$ cat config.mk
export PLATFORM = sky130hd
export DESIGN_NAME = clint_bram_arbiter
export DESIGN_NICKNAME = d
export VERILOG_FILES = /design/src/rtl/clint_bram_arbiter.sv
export SDC_FILE = /design/constraint.sdc
export NUM_CORES = 1
export LEC_CHECK = 0
export CAP_MARGIN = 20
export CORE_AREA = 3 3 101 103
export DETAILED_ROUTE_END_ITERATION = 8
export DIE_AREA = 0 0 104 106
export GPL_TIMING_DRIVEN = 1
export SYNTH_ARGS = -nofsm -noshare
export SYNTH_HDL_FRONTEND = slang
export SYNTH_SLANG_ARGS = --single-unit
$ cat constraint.sdc
create_clock -name clk -period 4.2 [get_ports clk]
set_clock_uncertainty 0.1 [all_clocks]
set_input_delay 1.26 -clock clk [delete_from_list [all_inputs] [get_ports clk]]
set_output_delay 1.26 -clock clk [all_outputs]
set_load 0.01 [all_outputs]
$ cat src/rtl/clint_bram_arbiter.sv
// Two-requester round-robin arbiter with beat locking in front of the CLINT's 32-bit BRAM port.
// Optional lock watchdog is enabled by defining CLINT_ARB_TIMEOUT_EN.
module clint_bram_arbiter #(
    parameter int READ_LATENCY = 1,
    parameter int LOCK_TIMEOUT = 64
) (
    input  logic        clk,
    input  logic        rst,

    input  logic        req0_valid,
    output logic        req0_ready,
    input  logic [15:0] req0_addr,
    input  logic [3:0]  req0_we,
    input  logic [31:0] req0_wdata,
    input  logic        req0_lock,
    output logic        rsp0_valid,
    output logic [31:0] rsp0_rdata,

    input  logic        req1_valid,
    output logic        req1_ready,
    input  logic [15:0] req1_addr,
    input  logic [3:0]  req1_we,
    input  logic [31:0] req1_wdata,
    input  logic        req1_lock,
    output logic        rsp1_valid,
    output logic [31:0] rsp1_rdata,

    output logic [15:0] bram_addr,
    output logic        bram_en,
    output logic [3:0]  bram_we,
    output logic [31:0] bram_wrdata,
    input  logic [31:0] bram_rddata,

    output logic        lock_timeout
);

    typedef enum logic {
        UNLOCKED = 1'b0,
        LOCKED   = 1'b1
    } lock_state_t;

    lock_state_t state_q, state_d;
    logic        owner_q, owner_d;
    logic        rr_q, rr_d;

    logic        grant_any;
    logic        grant_id;
    logic        grant_lock;
    logic        timeout_fire;

    logic [READ_LATENCY-1:0] pipe_v;
    logic [READ_LATENCY-1:0] pipe_id;
    logic [READ_LATENCY-1:0] pipe_rd;
    logic                    rsp_v;
    logic                    rsp_id;
    logic                    rsp_rd;

    // Grant selection; reset suppresses every grant so all issue-side outputs read 0.
    always_comb begin
        grant_any = 1'b0;
        grant_id  = 1'b0;
        if (!rst) begin
            if (state_q == LOCKED) begin
                grant_any = owner_q ? req1_valid : req0_valid;
                grant_id  = owner_q;
            end else if (req0_valid && req1_valid) begin
                grant_any = 1'b1;
                grant_id  = rr_q;
            end else if (req0_valid) begin
                grant_any = 1'b1;
                grant_id  = 1'b0;
            end else if (req1_valid) begin
                grant_any = 1'b1;
                grant_id  = 1'b1;
            end
        end
    end

    assign grant_lock = grant_id ? req1_lock : req0_lock;

    always_comb begin
        state_d = state_q;
        owner_d = owner_q;
        rr_d    = rr_q;
        if (grant_any) begin
            if (grant_lock) begin
                state_d = LOCKED;
                owner_d = grant_id;
            end else begin
                state_d = UNLOCKED;
                rr_d    = ~grant_id;
            end
        end else if (timeout_fire) begin
            state_d = UNLOCKED;
            rr_d    = ~owner_q;
        end
    end

    always_ff @(posedge clk or posedge rst) begin
        if (rst) begin
            state_q <= UNLOCKED;
            owner_q <= 1'b0;
            rr_q    <= 1'b0;
        end else begin
            state_q <= state_d;
            owner_q <= owner_d;
            rr_q    <= rr_d;
        end
    end

`ifdef CLINT_ARB_TIMEOUT_EN
    logic [7:0] idle_q;

    // Fires on the idle cycle that brings the count to LOCK_TIMEOUT, so the release lands next cycle.
    assign timeout_fire = (state_q == LOCKED) && !grant_any &&
                          (idle_q == 8'(LOCK_TIMEOUT - 1));

    always_ff @(posedge clk or posedge rst) begin
        if (rst) begin
            idle_q <= 8'd0;
        end else if (grant_any || (state_q != LOCKED) || timeout_fire) begin
            idle_q <= 8'd0;
        end else begin
            idle_q <= idle_q + 8'd1;
        end
    end
`else
    logic unused_lock_timeout_cfg;

    assign timeout_fire            = 1'b0;
    assign unused_lock_timeout_cfg = ^LOCK_TIMEOUT;
`endif

    assign lock_timeout = timeout_fire;

    assign req0_ready = grant_any && !grant_id;
    assign req1_ready = grant_any && grant_id;
    assign bram_en    = grant_any;

    always_comb begin
        bram_addr   = 16'd0;
        bram_we     = 4'd0;
        bram_wrdata = 32'd0;
        if (grant_any) begin
            if (grant_id) begin
                bram_addr   = req1_addr;
                bram_we     = req1_we;
                bram_wrdata = req1_wdata;
            end else begin
                bram_addr   = req0_addr;
                bram_we     = req0_we;
                bram_wrdata = req0_wdata;
            end
        end
    end

    // Response tracker: one entry per issued beat, aligned with the BRAM's fixed read latency.
    always_ff @(posedge clk or posedge rst) begin
        if (rst) begin
            pipe_v  <= '0;
            pipe_id <= '0;
            pipe_rd <= '0;
        end else begin
            pipe_v[0]  <= grant_any;
            pipe_id[0] <= grant_id;
            pipe_rd[0] <= grant_any && (bram_we == 4'd0);
            for (int i = 1; i < READ_LATENCY; i++) begin
                pipe_v[i]  <= pipe_v[i-1];
                pipe_id[i] <= pipe_id[i-1];
                pipe_rd[i] <= pipe_rd[i-1];
            end
        end
    end

    assign rsp_v  = pipe_v[READ_LATENCY-1];
    assign rsp_id = pipe_id[READ_LATENCY-1];
    assign rsp_rd = pipe_rd[READ_LATENCY-1];

    assign rsp0_valid = rsp_v && !rsp_id;
    assign rsp1_valid = rsp_v && rsp_id;
    assign rsp0_rdata = (rsp0_valid && rsp_rd) ? bram_rddata : 32'd0;
    assign rsp1_rdata = (rsp1_valid && rsp_rd) ? bram_rddata : 32'd0;

endmodule

==> metrics.csv <==
stage;metric;value;unit
timing;hold_slack;0.571;ns
min_path;min_path_type;flip-flop to flip-flop;
cts;clk_latency;0.22;ns
finish;post-route-util;47.2;%
yosys;synthCells;178;
worst_setup_path;slowest_delay;0.27;ns
grt;grt_pass1_vias;2570;
outcome;status;completed;
worst_setup_path;critPathArrivalTime;2.77;ns
yosys;synth_edf_count;0;
timing;drv_slew;0;
worst_setup_path;cp_cell_sequence;dlygate4sd2_1, nor2b_4, a221oi_4, buf_6, bufbuf_16, a22o_1, clkdlybuf4s15_1;
routing;wl;10.1;mm
yosys;yosysWarnings;0;
power;switching_power;320;uW
grt;grt_max_degree;33;
die;die_h;106;um
power;internal_power;562;uW
finish;drive_above_1_share;12.4;%
worst_setup_path;crit_buf_inv;4;
cts;clk_pin_slew;0.03;ns
placement;dp_hpwl;7.97;mm
timing;fin_crit_sh;98.3;%
worst_setup_path;critPathTopFamily;buffers and inverters;
worst_setup_path;crit_required;2.84;ns
timing;period_needed;4.13;ns
finish;nets;596;
power;p_leak;0.00191;uW
routing;drtIter0Drc;56;
worst_setup_path;critical_path_class;primary input to output port;
cts;cts_tree;yes;
grt;antenna_found_initial;0;
grt;grt.overflow.total;0;
placement;numPortBuffers;262;
routing;first_pass_iters;4;
routing;route.detailed.drc;0;
routing;viasPerCell;4.29;
power;ir_worst_vdd;0.0000697;V
timing;setup_viol;0;
yosys;async_reset_ff_share;100;%
power;p_clk_share;9.7;%
timing;rsz0062_at_grt;false;
yosys;syn_nets;320;
yosys;yosysUniqueCellTypes;28;
yosys;syn_area;1360;um2
power;combPwrFrac;78.0;%
flow_run;max-cap-violations;0;
timing;timing.final.hold_violations;0;
cts;cts_max_level;1;
cts;cts_hold_buf;0;
die;initial_core_util;14.7;%
finish;nFillCells;941;
worst_setup_path;startpoint_type;primary input;
cts;clkSinkCount;6;
grt;gr-usage-all-layers;16.8;%
routing;ant_nets;0;
yosys;synthFlopType;dfrtp_1;
grt;grt_pass1_wl;14.6;mm
finish;areaGrowthSynthToFinish;221;%
die;rows;35;
yosys;ys_top_cells_by_area;a22o_1 34%, and2_1 30%, dfrtp_1 11%, buf_2 3.7%, a221oi_4 1.9%;
cts;cts_buffer_depth;2;
die;dieWidth;104;um
yosys;synth.yosys.seq_area_share;11.0;%
routing;wire_per_inst;17.4;um
placement;gp_congestion;0.820;
cts;clock-root-buffer;clkbuf_8;
finish;register_area;150;um2
yosys;avgSynthCellArea;7.66;um2
yosys;synth-seq-cells;6;
timing;fmax;242;MHz
timing;fin_setup_tns;0;ns
worst_setup_path;slowest_stage;dlygate4sd2_1;
worst_setup_path;crit_path_max_fanout;13;
power;powerDensity;201;nW/um2
finish;multi_input_area;1110;um2
finish;n_antenna_cell;0;
die;core_area;9280;um2
routing;vias;2493;
die;io_pins;264;
power;power_frac_seq;12.3;%
power;switching_share;36.3;%
yosys;yosysTopAreaCellShare;34.0;%
die;dieArea;11000;um2
yosys;yosysTopAreaCell;a22o_1;
cts;cts_made_buffers;3;
worst_setup_path;crit_path_end_kind;output port;
==> layout by cell type, fill, tap and decap left out, types with 6 or more instances in the layout <==
cell and count:
clkdlybuf4s50_1 206, and2_1 66, a22o_1 53, dlygate4sd2_1 23
buf_4 18, clkdlybuf4s15_1 15, buf_2 10, clkbuf_2 7
dfrtp_1 6
==> sequential cells by signal, summed over array words and instances, names as in the netlist <==
| signal | flops |
|---|---|
| owner_q | 1 |
| pipe_id | 1 |
| pipe_rd | 1 |
| pipe_v | 1 |
| rr_q | 1 |
| state_q | 1 |
==> what timing repair did <==
| item | 4_1_cts | 5_1_grt |
|---|---|---|
| buffers inserted | 8 | 0 |
| gates cloned | 5 | 0 |
| endpoints found under the setup margin | 55 | 29 |
| gates resized for setup | 92 | 30 |
| pin swaps | 3 | 0 |
==> layout make-up <==
type,count,share of cell area (%)
flip-flops and latches,6,3.43
repair buffers,291,66.3
well taps,129,3.69
multi-input cells,148,25.3
inverters,4,0.343
clock buffers,3,0.943
==> metrics by stage <==
| stage | cells | total power (uW) | instance area [um2] | worst slack, ns |
|---|---|---|---|---|
| after floorplan | 178 | 364 | 1360 | 0.601 |
| after global placement | 565 | 756 | 4190 | -0.408 |
| after detailed placement | 565 | 761 | 4190 | -0.436 |
| after CTS | 581 | 898 | 4430 | 0.0101 |
| final | 581 | 882 | 4380 | 0.0734 |
| after global routing | 581 | 943 | 4380 | 0.00203 |
==> power groups by stage <==
stage	registers (uW)	clock network [uW]	logic, uW
6_report	108	85.4	688
5_1_grt	111	94.3	738
4_1_cts	107	88.1	703
3_5_place_dp	106	0	655
3_3_place_gp	102	0	654
2_1_floorplan	80.5	0	284
==> synth_stat cells (2+ instances only) <==
master and instances:
buf_2 10, o21ai_0 4, nand2_1 2, a22o_1 53, nand2b_1 2, buf_4 3, dfrtp_1 6, nor2_1 4
and2_1 66, a21oi_1 2, inv_1 4, clkbuf_1 6
==> metal layers <==
| metal | vias up | global-route usage (%) | part of all wire, % |
|---|---|---|---|
| met4 | 0 | 2.75 | 0.79 |
| met1 | 1112 | 18.3 | 38 |
| met5 | - | 0 | 0 |
| met3 | 8 | 4.55 | 8.4 |
| met2 | 165 | 32.8 | 52 |
| li1 | 1208 | - | - |
==> kinds of logic after synthesis <==
family,Yosys count,synth area share [%]
multiplexers,1,0.734
AO/OA/AOI/OAI,67,42.8
AND/OR/NAND/NOR,79,36.3
flip-flops,6,11.0
other,1,0.275
buffers and inverters,24,8.90
==> final timing paths <==
| path | cells after the start | slack (ns) | start | end |
|---|---|---|---|---|
| worst max-delay path | 7 | 0.07 | req1_valid | bram_wrdata[18] |
| worst min-delay path | 2 | 0.57 | rr_q | rr_q |
| worst max register to register | 8 | 1.99 | state_q | pipe_rd |
| worst min register to register | 2 | 0.57 | rr_q | rr_q |
| max in group asynchronous | 4 | 2.65 | rst | pipe_rd |
| min in group asynchronous | 4 | 1.23 | rst | owner_q |
==> worst reg2reg max path: stages (launching register included) <==
cell	delay, ns
dfrtp_1	0.51
nor2b_4	0.20
a221oi_4	0.08
buf_6	0.15
bufbuf_16	0.27
a22o_1	0.22
buf_4	0.13
buf_4	0.12
nor4_2	0.31
Note: power is estimated with default switching activity, not from simulation.
